`src/rtl/tub_scan_ctrl.sv`:
```
// Captures two 3-bit operands, forms |a-b| with a sign flag and scans them onto a
// sign tube and a magnitude tube over one shared segment bus. Define TUB_ACTIVE_LOW_EN for common-anode polarity.
module tub_scan_ctrl #(
  parameter int CLK_DIV   = 100000,
  parameter int BLANK_CYC = 2
) (
  input  logic       clk,
  input  logic       rst,
  input  logic [2:0] a,
  input  logic [2:0] b,
  input  logic       load,
  output logic       busy,
  output logic       done,
  output logic [1:0] tub_sel,
  output logic [7:0] tub_control
);
  localparam int DW = (CLK_DIV > 2) ? $clog2(CLK_DIV) : 1;

  typedef enum logic [1:0] {IDLE, CALC, SHOW} state_t;

  state_t        state, nxt_state;
  logic [2:0]    a_q, b_q, mag_q, nxt_mag;
  logic          neg_q, nxt_neg;
  logic [DW-1:0] div_cnt, nxt_div;
  logic          digit, nxt_digit;
  logic          busy_q, done_q;
  logic [1:0]    sel_q, nxt_sel;
  logic [7:0]    seg_q, nxt_seg;

  function automatic logic [7:0] glyph(input logic [2:0] v);
    case (v)
      3'd0: glyph = 8'hFC;
      3'd1: glyph = 8'h60;
      3'd2: glyph = 8'hDA;
      3'd3: glyph = 8'hF2;
      3'd4: glyph = 8'h66;
      3'd5: glyph = 8'hB6;
      3'd6: glyph = 8'hBE;
      default: glyph = 8'hE0;
    endcase
  endfunction

  // Next-state is computed here so the drive outputs can be registered
  // from it and land in the same cycle as the state they describe.
  always_comb begin
    nxt_state = state;
    nxt_div   = div_cnt;
    nxt_digit = digit;
    nxt_neg   = neg_q;
    nxt_mag   = mag_q;
    case (state)
      IDLE: if (load) nxt_state = CALC;
      CALC: begin
        nxt_state = SHOW;
        nxt_div   = '0;
        nxt_digit = 1'b1;
        nxt_neg   = (a_q < b_q);
        nxt_mag   = (a_q < b_q) ? (b_q - a_q) : (a_q - b_q);
      end
      SHOW: begin
        if (load) begin
          nxt_state = CALC;
        end else if (div_cnt == DW'(CLK_DIV - 1)) begin
          nxt_div   = '0;
          nxt_digit = ~digit;
        end else begin
          nxt_div = div_cnt + DW'(1);
        end
      end
      default: nxt_state = IDLE;
    endcase

    nxt_sel = 2'b00;
    nxt_seg = 8'h00;
    if (nxt_state == SHOW && int'(nxt_div) >= BLANK_CYC) begin
      nxt_sel = nxt_digit ? 2'b10 : 2'b01;
      nxt_seg = nxt_digit ? (nxt_neg ? 8'h02 : 8'h00) : glyph(nxt_mag);
    end
  end

  always_ff @(posedge clk) begin
    if (rst) begin
      state   <= IDLE;
      a_q     <= '0;
      b_q     <= '0;
      neg_q   <= 1'b0;
      mag_q   <= '0;
      div_cnt <= '0;
      digit   <= 1'b0;
      busy_q  <= 1'b0;
      done_q  <= 1'b0;
      sel_q   <= 2'b00;
      seg_q   <= 8'h00;
    end else begin
      state   <= nxt_state;
      div_cnt <= nxt_div;
      digit   <= nxt_digit;
      neg_q   <= nxt_neg;
      mag_q   <= nxt_mag;
      if (load && state != CALC) begin
        a_q <= a;
        b_q <= b;
      end
      busy_q <= (nxt_state == CALC);
      done_q <= (state == CALC);
      sel_q  <= nxt_sel;
      seg_q  <= nxt_seg;
    end
  end

  assign busy = busy_q;
  assign done = done_q;
`ifdef TUB_ACTIVE_LOW_EN
  assign tub_sel     = ~sel_q;
  assign tub_control = ~seg_q;
`else
  assign tub_sel     = sel_q;
  assign tub_control = seg_q;
`endif
endmodule

```
`config.mk`:
```
export PLATFORM = sky130hd
export DESIGN_NAME = tub_scan_ctrl
export DESIGN_NICKNAME = d
export VERILOG_FILES = /design/src/rtl/tub_scan_ctrl.sv
export SDC_FILE = /design/constraint.sdc
export NUM_CORES = 1
export LEC_CHECK = 0
export BUFFER_PORTS_ARGS = -buffer_cell sky130_fd_sc_hd__buf_2
export CAP_MARGIN = 25
export CORE_MARGIN = 2
export CORE_UTILIZATION = 60
export DETAILED_ROUTE_END_ITERATION = 10
export PLACE_DENSITY = 0.82
export SLEW_MARGIN = 20
export SYNTH_ARGS = -nofsm -noshare
export SYNTH_HDL_FRONTEND = slang
export SYNTH_SLANG_ARGS = --single-unit
```
`constraint.sdc`:
```
create_clock -name clk -period 2.96 [get_ports clk]
set_input_delay 0.592 -clock clk [delete_from_list [all_inputs] [get_ports clk]]
set_output_delay 0.592 -clock clk [all_outputs]
set_load 0.1 [all_outputs]
```
* After elaboration in Yosys (flattened, before gate mapping)
Cells that the tools add are included.
** Operators by class
- Add/subtract/negate cells :: 3
- $lt $le $gt $ge :: 2
- Equal/unequal tests :: 12
- Muxes and demuxes :: 15
- Bitwise logic cells :: 2
- Reductions and logical operators :: 6
** Operator list (number)
- $pmux 8 s7 :: 1
- $mux 17 :: 2
- $pmux 17 s2 :: 1
- $add 17x1->17 const B :: 1
- $eq 17x17->1 const B :: 1
- $ge 17x2->1 const B :: 1
- $eq 3x3->1 const B :: 3
- $mux 8 :: 1
- $eq 3x2->1 const B :: 2
- $mux 2 :: 3
- $mux 3 :: 2
- $sub 3x3->3 :: 2
- $eq 2x1->1 const B :: 2
- $eq 2x2->1 const B :: 2
- $pmux 2 s2 :: 1
- $reduce_or 2->1 :: 2
- $eq 3x1->1 const B :: 1
- $logic_not 3->1 :: 1
- $lt 3x3->1 :: 1
- $mux 1 :: 3
- $logic_and 1x1->1 :: 2
- $logic_not 2->1 :: 1
- $ne 2x1->1 const B :: 1
- $not 1->1 :: 2
- $pmux 1 s2 :: 1
** Storage, ports and cells
- Register bits :: 42
- Bits of input ports :: 9
- Output and inout port bits :: 12
- Logic and storage cells :: 51

* Longest topological paths before layout
Gate-level depths: netlist (run 1).
- Depth in word-level cells :: 8
- Depth in mapped cells :: 11

* Worst setup path after synthesis (run 1)
OpenSTA, ideal clock, no wires.
- Path kind :: register -> register
- From :: register div_cnt[8]
- To :: register seg_q[2] (netlist: tub_control[2])
- Arrival time :: 2487 ps
- Data required time :: 2823 ps
- Slack :: 336 ps
- Cell stages (with the launch flop) :: 9
- Path through :: dfxtp_1 -> buf_6 -> or4_4 -> or4_1 -> o21ai_2 -> a2bb2oi_2 -> o211ai_1 -> nor4b_4 -> nor3_1
** On the way
- Longest elaborated chain between the ends :: 8
** RTL lines
- start, declared :: RTL line 24 : logic [DW-1:0] div_cnt, nxt_div;
- start signal, assigned :: RTL line 96 : div_cnt <= nxt_div;
- $add 17x1->17 or $eq 17x17->1 (tied branches) :: RTL line 67, 63
- $mux 17 :: RTL line 63 : end else if (div_cnt == DW'(CLK_DIV - 1)) begin
- $mux 17 :: RTL line 61 : if (load) begin
- $pmux 17 s2 :: RTL line 51 : case (state)
- $ge 17x2->1 :: RTL line 75 : if (nxt_state == SHOW && int'(nxt_div) >= BLANK_CYC) begin
- $logic_and 1x1->1 :: RTL line 75
- $not 1->1 (no line)
- $reduce_or 2->1 (no line)
- end signal, assigned :: RTL line 107 : seg_q <= nxt_seg;
- end, declared :: RTL line 28 : logic [7:0] seg_q, nxt_seg;
Several ways; a longest one is shown, not always the timed one.
A chain may end at the register's enable or synchronous reset.

* Worst setup path after layout (run 1)
- From :: register div_cnt[0]
- To :: register seg_q[1] (netlist: tub_control[1])
The elaborated chain is that of the path after synthesis.

==> flow_metrics.py, run 1 <==
metrics = {
    "pwr": {
        "leakagePower_nw": 1.11,
        "vdd_drop_max_mv": 0.220,
        "clkPwrFrac_pct": 35.3,
        "p_seq_share_pct": 44.0,
        "powerDensity_nw_per_um2": 465,
        "p_comb_share_pct": 20.7,
        "switching_power_uw": 393,
        "swShare_pct": 29.9,
        "p_int_uw": 924,
    },
    "sta": {
        "skew_ns": 0.0180,
        "period_share_pct": 96.8,
        "drv_slew": 0,
        "hold_viol": 0,
        "final.setup.tns_ns": 0,
        "worstMarginPinSlew_ns": 0.779,
        "setup-violations-final": 0,
        "holdWs_ns": 0.515,
        "finalCriticalPeriod_ns": 2.87,
        "fmax_mhz": 349,
        "slew_headroom_pct": 48.0,
        "grt_setup_unrepaired": "no",
    },
    "cts": {
        "h-tree-depth": 2,
        "numCtsBuffers": 5,
        "cts_root_buf": "clkbuf_8",
        "cts_sinks": 41,
        "path_clk_slew_ns": 0.09,
        "ctsResizeCount": 0,
        "clockBufferDepth": 2,
        "cts_tree": "yes",
        "clock_latency_ns": 0.31,
    },
    "cells_and_area": {
        "finalNonFillerCells": 388,
        "n_antenna_cell": 0,
        "fin_nets": 358,
        "area_growth_syn_to_layout_pct": 11.7,
        "design_area_um2": 2830,
        "layout-drive-gt1-share_pct": 17.8,
    },
    "setup_path": {
        "critical_path_class": "flop to flop",
        "worstPathRequired_ns": 3.13,
        "cp-end-kind": "flop",
        "worstPathArrival_ns": 3.04,
        "cp_max_fo": 9,
        "start_kind": "flop",
    },
    "synthesis": {
        "synth_edf_count": 0,
        "synth_area_um2": 2540,
        "synth_fp_nets": 331,
        "synth_cell_types": 68,
        "syn_inst": 310,
        "synthArstFlopShare_pct": 0,
        "ys_seq_area_share_pct": 32.3,
        "synth_ff_type": "dfxtp_1",
        "synth.avg_cell_area_um2": 8.19,
        "synth-seq-cells": 41,
        "ys_warn_count": 0,
    },
    "global_routing": {
        "overflow": 0,
        "grt_first_pass_wirelength_um": 10100,
        "grt_pass1_vias": 2147,
        "grt_max_degree": 32,
        "antenna_found_initial": 0,
        "grt_usage_pct": 26.0,
    },
    "routing": {
        "via_per_inst": 6.32,
        "drc_errors": 0,
        "routedWlPerCell_um": 15.8,
        "drt_first_pass_iters": 6,
        "routed_wirelength_um": 6150,
        "drt.antenna.violating_nets": 0,
        "vias": 2452,
        "drt_iter0_markers": 253,
    },
    "flow_run": {
        "maxCapViolations": 0,
    },
    "floorplanning": {
        "chipHeight_um": 69.0,
        "die-area_um2": 4770,
        "num_rows": 23,
        "die_x_um": 69.0,
        "core-area_um2": 4030,
        "io-pin-count": 21,
        "initial_core_util_pct": 63.0,
    },
    "placed_design": {
        "io_buffers": 19,
        "hpwl_um": 4440,
        "place_area_um2": 2710,
        "placedCellCount": 379,
        "gp_congestion": 1.00,
    },
    "worst_hold_path": {
        "hp-class": "flop to flop",
    },
    "outcome": {
        "outcome": "complete, no violations",
    },
}
==> cell usage in the layout (no fill, tap or decap), drive strengths merged, types with 6 or more instances in the layout <==
cell type,netlist,routed
nor2,43,43
buf,8,37
nor2b,7,7
dfxtp,41,41
inv,15,15
nand2,17,17
ha,10,10
a21oi,25,25
nand4,9,9
nor4,10,10
nor3,15,15
a22oi,7,7
nand2b,6,6
and2,6,6
o21ai,11,11
==> routing by layer <==
| layer | vias up | track usage (%) | routed length, um |
|---|---|---|---|
| met2 | 167 | 39.3 | 2620 |
| met1 | 1086 | 36.3 | 2660 |
| met4 | 0 | 8.06 | 141 |
| met3 | 16 | 6.58 | 717 |
| met5 | - | 0 | 0 |
| li1 | 1183 | - | - |
==> cell type report <==
cell class,instances,area [um2]
sequential,41,821
clock buffer,5,68.8
tap,50,62.6
fill,328,1190
clock inverter,3,46.3
timing repair buffer,37,230
inverter,17,63.8
multi-input combinational,235,1540
==> power groups by stage <==
stage | Combinational (mW) | Sequential, mW | Clock (mW)
after floorplan | 0.185 | 0.610 | 0
after global placement | 0.265 | 0.592 | 0
after detailed placement | 0.268 | 0.593 | 0
after CTS | 0.269 | 0.580 | 0.476
after global routing | 0.300 | 0.582 | 0.498
final | 0.273 | 0.580 | 0.465
==> sequential cells by signal, summed over array words and instances (netlist names), 2 cells and up <==
signal,flops
b_q,3
div_cnt,17
state,2
a_q,3
mag_q,3
tub_sel,2
tub_control,7
==> what timing repair did <==
item,CTS,global route
hold buffers,0,0
buffers inserted,0,1
setup endpoints to repair,0,8
==> path summary, 6_finish.rpt <==
path                                            start                   endpoint  slack [ns]  depth (start not counted)
worst max-delay path            div_cnt[0]$_SDFF_PP0_  tub_control[1]$_SDFF_PP0_        0.09                          9
worst min-delay path              a_q[2]$_SDFFE_PP0P_        a_q[2]$_SDFFE_PP0P_        0.52                          2
worst max register to register  div_cnt[0]$_SDFF_PP0_  tub_control[1]$_SDFF_PP0_        0.09                          9
worst min register to register    a_q[2]$_SDFFE_PP0P_        a_q[2]$_SDFFE_PP0P_        0.52                          2
==> synth_stat cells (all sizes together), types with 5 or more instances <==
| cell | n | area (um2) |
|---|---|---|
| nor2 | 43 | 161 |
| dfxtp | 41 | 821 |
| a21oi | 25 | 129 |
| nand2 | 17 | 66.3 |
| inv | 15 | 56.3 |
| nor3 | 15 | 75.1 |
| o21ai | 11 | 58.8 |
| ha | 10 | 125 |
| nor4 | 10 | 77.6 |
| clkbuf | 9 | 53.8 |
| nand4 | 9 | 56.3 |
| buf | 8 | 57.6 |
| a22oi | 7 | 52.6 |
| nor2b | 7 | 43.8 |
| and2 | 6 | 38.8 |
| nand2b | 6 | 37.5 |
| and3 | 5 | 31.3 |
==> kinds of logic (layout without fill, tap and decap cells) <==
group | after synthesis | count (layout) | share of synthesized area (%)
AO/OA/AOI/OAI | 73 | 73 | 19.9
XOR/XNOR | 3 | 3 | 1.04
adder cells (fa/ha/maj) | 12 | 12 | 6.51
buffers and inverters | 34 | 62 | 6.90
flip-flops | 41 | 41 | 32.3
multiplexers | 5 | 5 | 2.02
other | 1 | 1 | 0.148
AND/OR/NAND/NOR | 141 | 141 | 31.1
==> critical path, stage by stage (launching register included) <==
cell and delay [ns]:
dfxtp_1 0.45, ha_1 0.28, nand2b_1 0.10, or4_1 0.53, and2_2 0.21, a221oi_1 0.36, o211ai_1 0.21, nor4b_4 0.31
buf_4 0.22, nor3b_1 0.07
==> metrics by stage <==
step	total power, mW	utilization [%]	setup WS (ns)
finish	1.32	70.3	0.0950
global route	1.38	70.3	0.0287
CTS	1.33	70.2	0.134
detailed placement	0.861	67.3	0.0451
global placement	0.856	67.3	0.120
floorplan	0.795	-	0.336
Power figures use the tool's default switching activity.
==> inputs of run 2 (changes only) <==
--- a/config.mk
+++ b/config.mk
@@ -5,7 +5,7 @@
 export SDC_FILE = /design/constraint.sdc
 export NUM_CORES = 1
 export LEC_CHECK = 0
-export BUFFER_PORTS_ARGS = -buffer_cell sky130_fd_sc_hd__buf_2
+export BUFFER_PORTS_ARGS = -buffer_cell sky130_fd_sc_hd__clkbuf_2
 export CAP_MARGIN = 25
 export CORE_MARGIN = 2
 export CORE_UTILIZATION = 60
==> flow_metrics.py, run 2 (same netlist as run 1, synthesis figures left out) <==
metrics = {
    "setup_path": {
        "start_kind": "flop",
        "path_buf_inv": 1,
        "critical_path_class": "flop to flop",
        "worstPathArrival_ns": 3.02,
        "critPathTopFamily": "simple AND/OR/NAND/NOR gates",
        "slowest_stage": "or4bb_4",
        "worstPathRequired_ns": 3.13,
        "cp_max_fo": 9,
        "cpPeakStageDelay_ns": 0.62,
        "cp-end-kind": "flop",
        "worstPathCellList": "or4bb_4, or4_1, o21ai_2, a2bb2oi_2, o211ai_1, nor4b_4, buf_4, nor3b_1",
    },
    "global_routing": {
        "grt_max_degree": 32,
        "grt_usage_pct": 27.9,
        "met1_usage_pct": 39.7,
        "antenna_found_initial": 0,
        "grt_pass1_vias": 2258,
        "met3_usage_pct": 5.56,
        "grt_first_pass_wirelength_um": 10900,
        "overflow": 0,
        "grt_util_met2_pct": 41.2,
        "grt.busiest_layer": "met2",
    },
    "pwr": {
        "swShare_pct": 30.4,
        "p_seq_share_pct": 43.9,
        "leakagePower_nw": 1.13,
        "p_int_uw": 921,
        "clkPwrFrac_pct": 35.2,
        "switching_power_uw": 402,
        "p_comb_share_pct": 20.9,
        "powerDensity_nw_per_um2": 462,
        "vdd_drop_max_mv": 0.290,
    },
    "placed_design": {
        "gp_congestion": 1.04,
        "io_buffers": 19,
        "hpwl_um": 4690,
    },
    "sta": {
        "hold_viol": 0,
        "grt_setup_unrepaired": "no",
        "skew_ns": 0.00558,
        "slew_headroom_pct": 52.7,
        "setup-violations-final": 0,
        "worstMarginPinSlew_ns": 0.708,
        "finalCriticalPeriod_ns": 2.85,
        "fmax_mhz": 351,
        "period_share_pct": 96.2,
        "drv_slew": 0,
        "final.setup.tns_ns": 0,
        "holdWs_ns": 0.509,
    },
    "cells_and_area": {
        "largest_register": "div_cnt",
        "fin_nets": 362,
        "largest_register_ffs": 17,
        "final_common_cell": "nor2_1",
        "final_cell_mix": "nor2_1, dfxtp_1, a21oi_1",
        "area_growth_syn_to_layout_pct": 12.9,
        "n_antenna_cell": 0,
        "layout-drive-gt1-share_pct": 18.7,
    },
    "cts": {
        "hold_buffers": 0,
        "ctsResizeCount": 0,
        "clock_latency_ns": 0.30,
        "path_clk_slew_ns": 0.08,
        "cts_sinks": 41,
        "h-tree-depth": 2,
        "cts_root_buf": "clkbuf_8",
        "clockBufferDepth": 2,
        "cts_tree": "yes",
        "numCtsBuffers": 5,
    },
    "routing": {
        "via_per_inst": 6.30,
        "drt_iter0_markers": 338,
        "drt.antenna.violating_nets": 0,
        "routed_wirelength_um": 6560,
        "drc_errors": 0,
        "routedWlPerCell_um": 16.7,
        "drt_first_pass_iters": 6,
        "vias": 2470,
    },
    "worst_hold_path": {
        "hp-class": "flop to flop",
    },
    "flow_run": {
        "maxCapViolations": 0,
    },
    "floorplanning": {
        "core-area_um2": 4030,
        "die_x_um": 69.0,
        "initial_core_util_pct": 63.0,
        "chipHeight_um": 69.0,
        "num_rows": 23,
        "io-pin-count": 21,
        "die-area_um2": 4770,
    },
    "outcome": {
        "outcome": "complete, no violations",
    },
}
[run 2: power by group through the flow]
| stage | Combinational [mW] | Sequential [mW] | Clock (mW) |
|---|---|---|---|
| after global routing | 0.300 | 0.583 | 0.492 |
| after floorplan | 0.185 | 0.610 | 0 |
| after CTS | 0.270 | 0.581 | 0.472 |
| after global placement | 0.263 | 0.592 | 0 |
| final | 0.276 | 0.581 | 0.466 |
| after detailed placement | 0.267 | 0.593 | 0 |
[run 2: layer usage]
layer | part of all wire [%] | vias up
met5 | 0 | -
met4 | 3.0 | 0
met3 | 10 | 23
met2 | 43 | 139
met1 | 44 | 1121
li1 | - | 1187
[run 2: per-stage QoR]
| step | utilization, % | instance area [um2] | instances | power [mW] | setup WS (ns) |
|---|---|---|---|---|---|
| 2_1_floorplan | - | 2540 | 310 | 0.795 | 0.336 |
| 3_3_place_gp | 68.0 | 2740 | 383 | 0.855 | 0.124 |
| 3_5_place_dp | 68.0 | 2740 | 383 | 0.860 | 0.0677 |
| 4_1_cts | 70.9 | 2860 | 391 | 1.32 | 0.0601 |
| 5_1_grt | 71.1 | 2860 | 392 | 1.37 | 0.0500 |
| 6_report | 71.1 | 2860 | 392 | 1.32 | 0.113 |
[run 2: final cells by class]
cell class / instances / area [um2]
Multi-Input combinational cell: 235 / 1540
Fill cell: 317 / 1160
Sequential cell: 41 / 821
Inverter: 17 / 63.8
Timing Repair Buffer: 41 / 260
Clock buffer: 5 / 68.8
Clock inverter: 3 / 46.3
Tap cell: 50 / 62.6
[run 2: path summary, 6_finish.rpt]
check,startpoint,endpoint,slack (ns),cells after the start
setup / recovery,div_cnt[15]$_SDFF_PP0_,tub_control[1]$_SDFF_PP0_,0.11,8
setup reg to reg,div_cnt[15]$_SDFF_PP0_,tub_control[1]$_SDFF_PP0_,0.11,8
hold reg to reg,a_q[2]$_SDFFE_PP0P_,a_q[2]$_SDFFE_PP0P_,0.51,2
hold / removal,a_q[2]$_SDFFE_PP0P_,a_q[2]$_SDFFE_PP0P_,0.51,2
[run 2: tightest hold or removal path: stages, from the launching register on]
cell	delay [ns]
dfxtp_1	0.34
mux2i_1	0.07
nor2_1	0.07
[run 2: timing repair]
item / CTS / global route
setup endpoints to repair: 0 / 9
buffers inserted: 0 / 1
endpoints found under the hold margin: 0 / 0
==> inputs of run 3 (changes only) <==
--- a/config.mk
+++ b/config.mk
@@ -8,9 +8,9 @@
 export BUFFER_PORTS_ARGS = -buffer_cell sky130_fd_sc_hd__clkbuf_2
 export CAP_MARGIN = 25
 export CORE_MARGIN = 2
-export CORE_UTILIZATION = 60
+export CORE_UTILIZATION = 50
 export DETAILED_ROUTE_END_ITERATION = 10
-export PLACE_DENSITY = 0.82
+export PLACE_DENSITY = 0.71
 export SLEW_MARGIN = 20
 export SYNTH_ARGS = -nofsm -noshare
 export SYNTH_HDL_FRONTEND = slang
==> flow_metrics.py, run 3 (same netlist as run 1, synthesis figures left out) <==
metrics = {
    "sta": {
        "drv_slew": 0,
        "skew_ns": 0.0109,
        "period_share_pct": 93.0,
        "slew_headroom_pct": 43.9,
        "hold_viol": 0,
        "fmax_mhz": 363,
        "setup-violations-final": 0,
        "worstMarginPinSlew_ns": 0.840,
        "fin_ws_ns": 0.207,
        "finalCriticalPeriod_ns": 2.75,
        "grt_setup_unrepaired": "no",
        "final.setup.tns_ns": 0,
    },
    "cells_and_area": {
        "n_antenna_cell": 0,
        "largest_register": "div_cnt",
        "finalNonFillerCells": 409,
        "area_growth_syn_to_layout_pct": 13.9,
        "final_cell_mix": "nor2_1, dfxtp_1, a21oi_1",
        "fin_nets": 362,
        "largest_register_ffs": 17,
        "layout-drive-gt1-share_pct": 18.7,
        "n_fill_cell": 454,
        "final_common_cell": "nor2_1",
    },
    "pwr": {
        "powerDensity_nw_per_um2": 464,
        "total_power_mw": 1.34,
        "leakagePower_nw": 1.13,
        "vdd_drop_max_mv": 0.200,
    },
    "worst_hold_path": {
        "hp-class": "flop to flop",
        "min_from": "neg_q$_SDFF_PP0_",
        "hold_end": "neg_q$_SDFF_PP0_",
        "holdPathStages": 2,
    },
    "placed_design": {
        "io_buffers": 19,
        "placedCellCount": 400,
        "gp_congestion": 0.982,
        "pre_cts_slack_ns": 0.0672,
        "hpwl_um": 4510,
    },
    "global_routing": {
        "grt_usage_pct": 24.1,
        "grt_max_degree": 32,
        "overflow": 0,
        "antenna_found_initial": 0,
        "grt_first_pass_wirelength_um": 10600,
        "grt_pass1_vias": 2199,
    },
    "setup_path": {
        "cp_max_fo": 9,
        "worstPathArrival_ns": 2.93,
        "worstPathRequired_ns": 3.14,
        "crit_start": "div_cnt[12]$_SDFF_PP0_",
        "start_kind": "flop",
        "critical_path_class": "flop to flop",
        "reg2reg_slack_ns": 0.21,
        "reg2reg_depth": 8,
        "cp-end-kind": "flop",
        "rr_endpoint": "tub_control[7]$_SDFF_PP0_",
        "reg2reg_from": "div_cnt[12]$_SDFF_PP0_",
    },
    "outcome": {
        "outcome": "complete, no violations",
    },
    "floorplanning": {
        "chipHeight_um": 75.2,
        "die-area_um2": 5660,
        "initial_core_util_pct": 52.7,
        "core-area_um2": 4820,
        "io-pin-count": 21,
        "num_rows": 25,
        "die_x_um": 75.2,
    },
    "cts": {
        "clock_latency_ns": 0.31,
        "ctsResizeCount": 0,
        "numCtsBuffers": 5,
        "cts_root_buf": "clkbuf_8",
        "clockBufferDepth": 2,
        "path_clk_slew_ns": 0.09,
        "cts_sinks": 41,
        "cts_tree": "yes",
        "h-tree-depth": 2,
    },
    "flow_run": {
        "maxCapViolations": 0,
    },
    "routing": {
        "drt.antenna.violating_nets": 0,
        "drt_first_pass_iters": 8,
        "via_per_inst": 5.92,
        "vias": 2421,
        "routedWlPerCell_um": 15.3,
        "drc_errors": 0,
        "routed_wirelength_um": 6280,
        "drt_iter0_markers": 315,
    },
}
## run 3: changes by cell type in the layout (fill, tap and decap cells not counted), sizes merged
cell / previous run / this run
clkbuf: 24 / 25
clkinv: 3 / 2
## run 3: worst max path at each step
| stage | to | slack, ns | cells past startpoint |
|---|---|---|---|
| after detailed placement | tub_control[2]$_SDFF_PP0_ | 0.07 | 8 |
| after floorplan | tub_control[2]$_SDFF_PP0_ | 0.34 | 8 |
| final | tub_control[7]$_SDFF_PP0_ | 0.21 | 8 |
| after global placement | tub_control[3]$_SDFF_PP0_ | 0.1 | 7 |
| after CTS | tub_control[2]$_SDFF_PP0_ | 0.13 | 7 |
| after global routing | tub_control[7]$_SDFF_PP0_ | 0.02 | 8 |
## run 3: critical path, stage by stage, from the launching register on
cell	delay, ns
dfxtp_1	0.39
or4bb_4	0.59
or4_1	0.49
o21ai_2	0.26
a2bb2oi_2	0.20
o211ai_1	0.15
nor4b_4	0.28
buf_4	0.20
nor3_1	0.06
## run 3: final cells by class
type	count	area (um2)	share of cell area, %
Inverter	17	63.8	2.21
Clock inverter	2	37.5	1.30
Tap cell	67	83.8	2.90
Multi-Input combinational cell	235	1540	53.3
Sequential cell	41	821	28.4
Clock buffer	6	82.6	2.86
Timing Repair Buffer	41	260	9.00
## run 3: repair_timing
action	in CTS	in global routing
hold buffers	0	0
buffers inserted	0	1
setup endpoints to repair	0	9
## run 3: power by group
group	internal, mW	switching [mW]
clock	0.274	0.215
combinational	0.102	0.171
sequential	0.568	0.0114
total	0.945	0.397
## run 3: through the flow
| step | hold WS [ns] | util, % | area (um2) |
|---|---|---|---|
| floorplan | 0.455 | - | 2540 |
| global placement | 0.467 | 57.4 | 2760 |
| detailed placement | 0.501 | 57.4 | 2760 |
| CTS | 0.512 | 59.8 | 2880 |
| global route | 0.514 | 60.0 | 2890 |
| finish | 0.513 | 60.0 | 2890 |
## run 3: routing by layer
layer	wire [um]	vias to the layer above	track usage, %
met2	2590	127	35.5
met1	2950	1081	35.1
met4	173	0	8.58
li1	-	1187	-
met3	562	26	4.69
met5	0	-	0
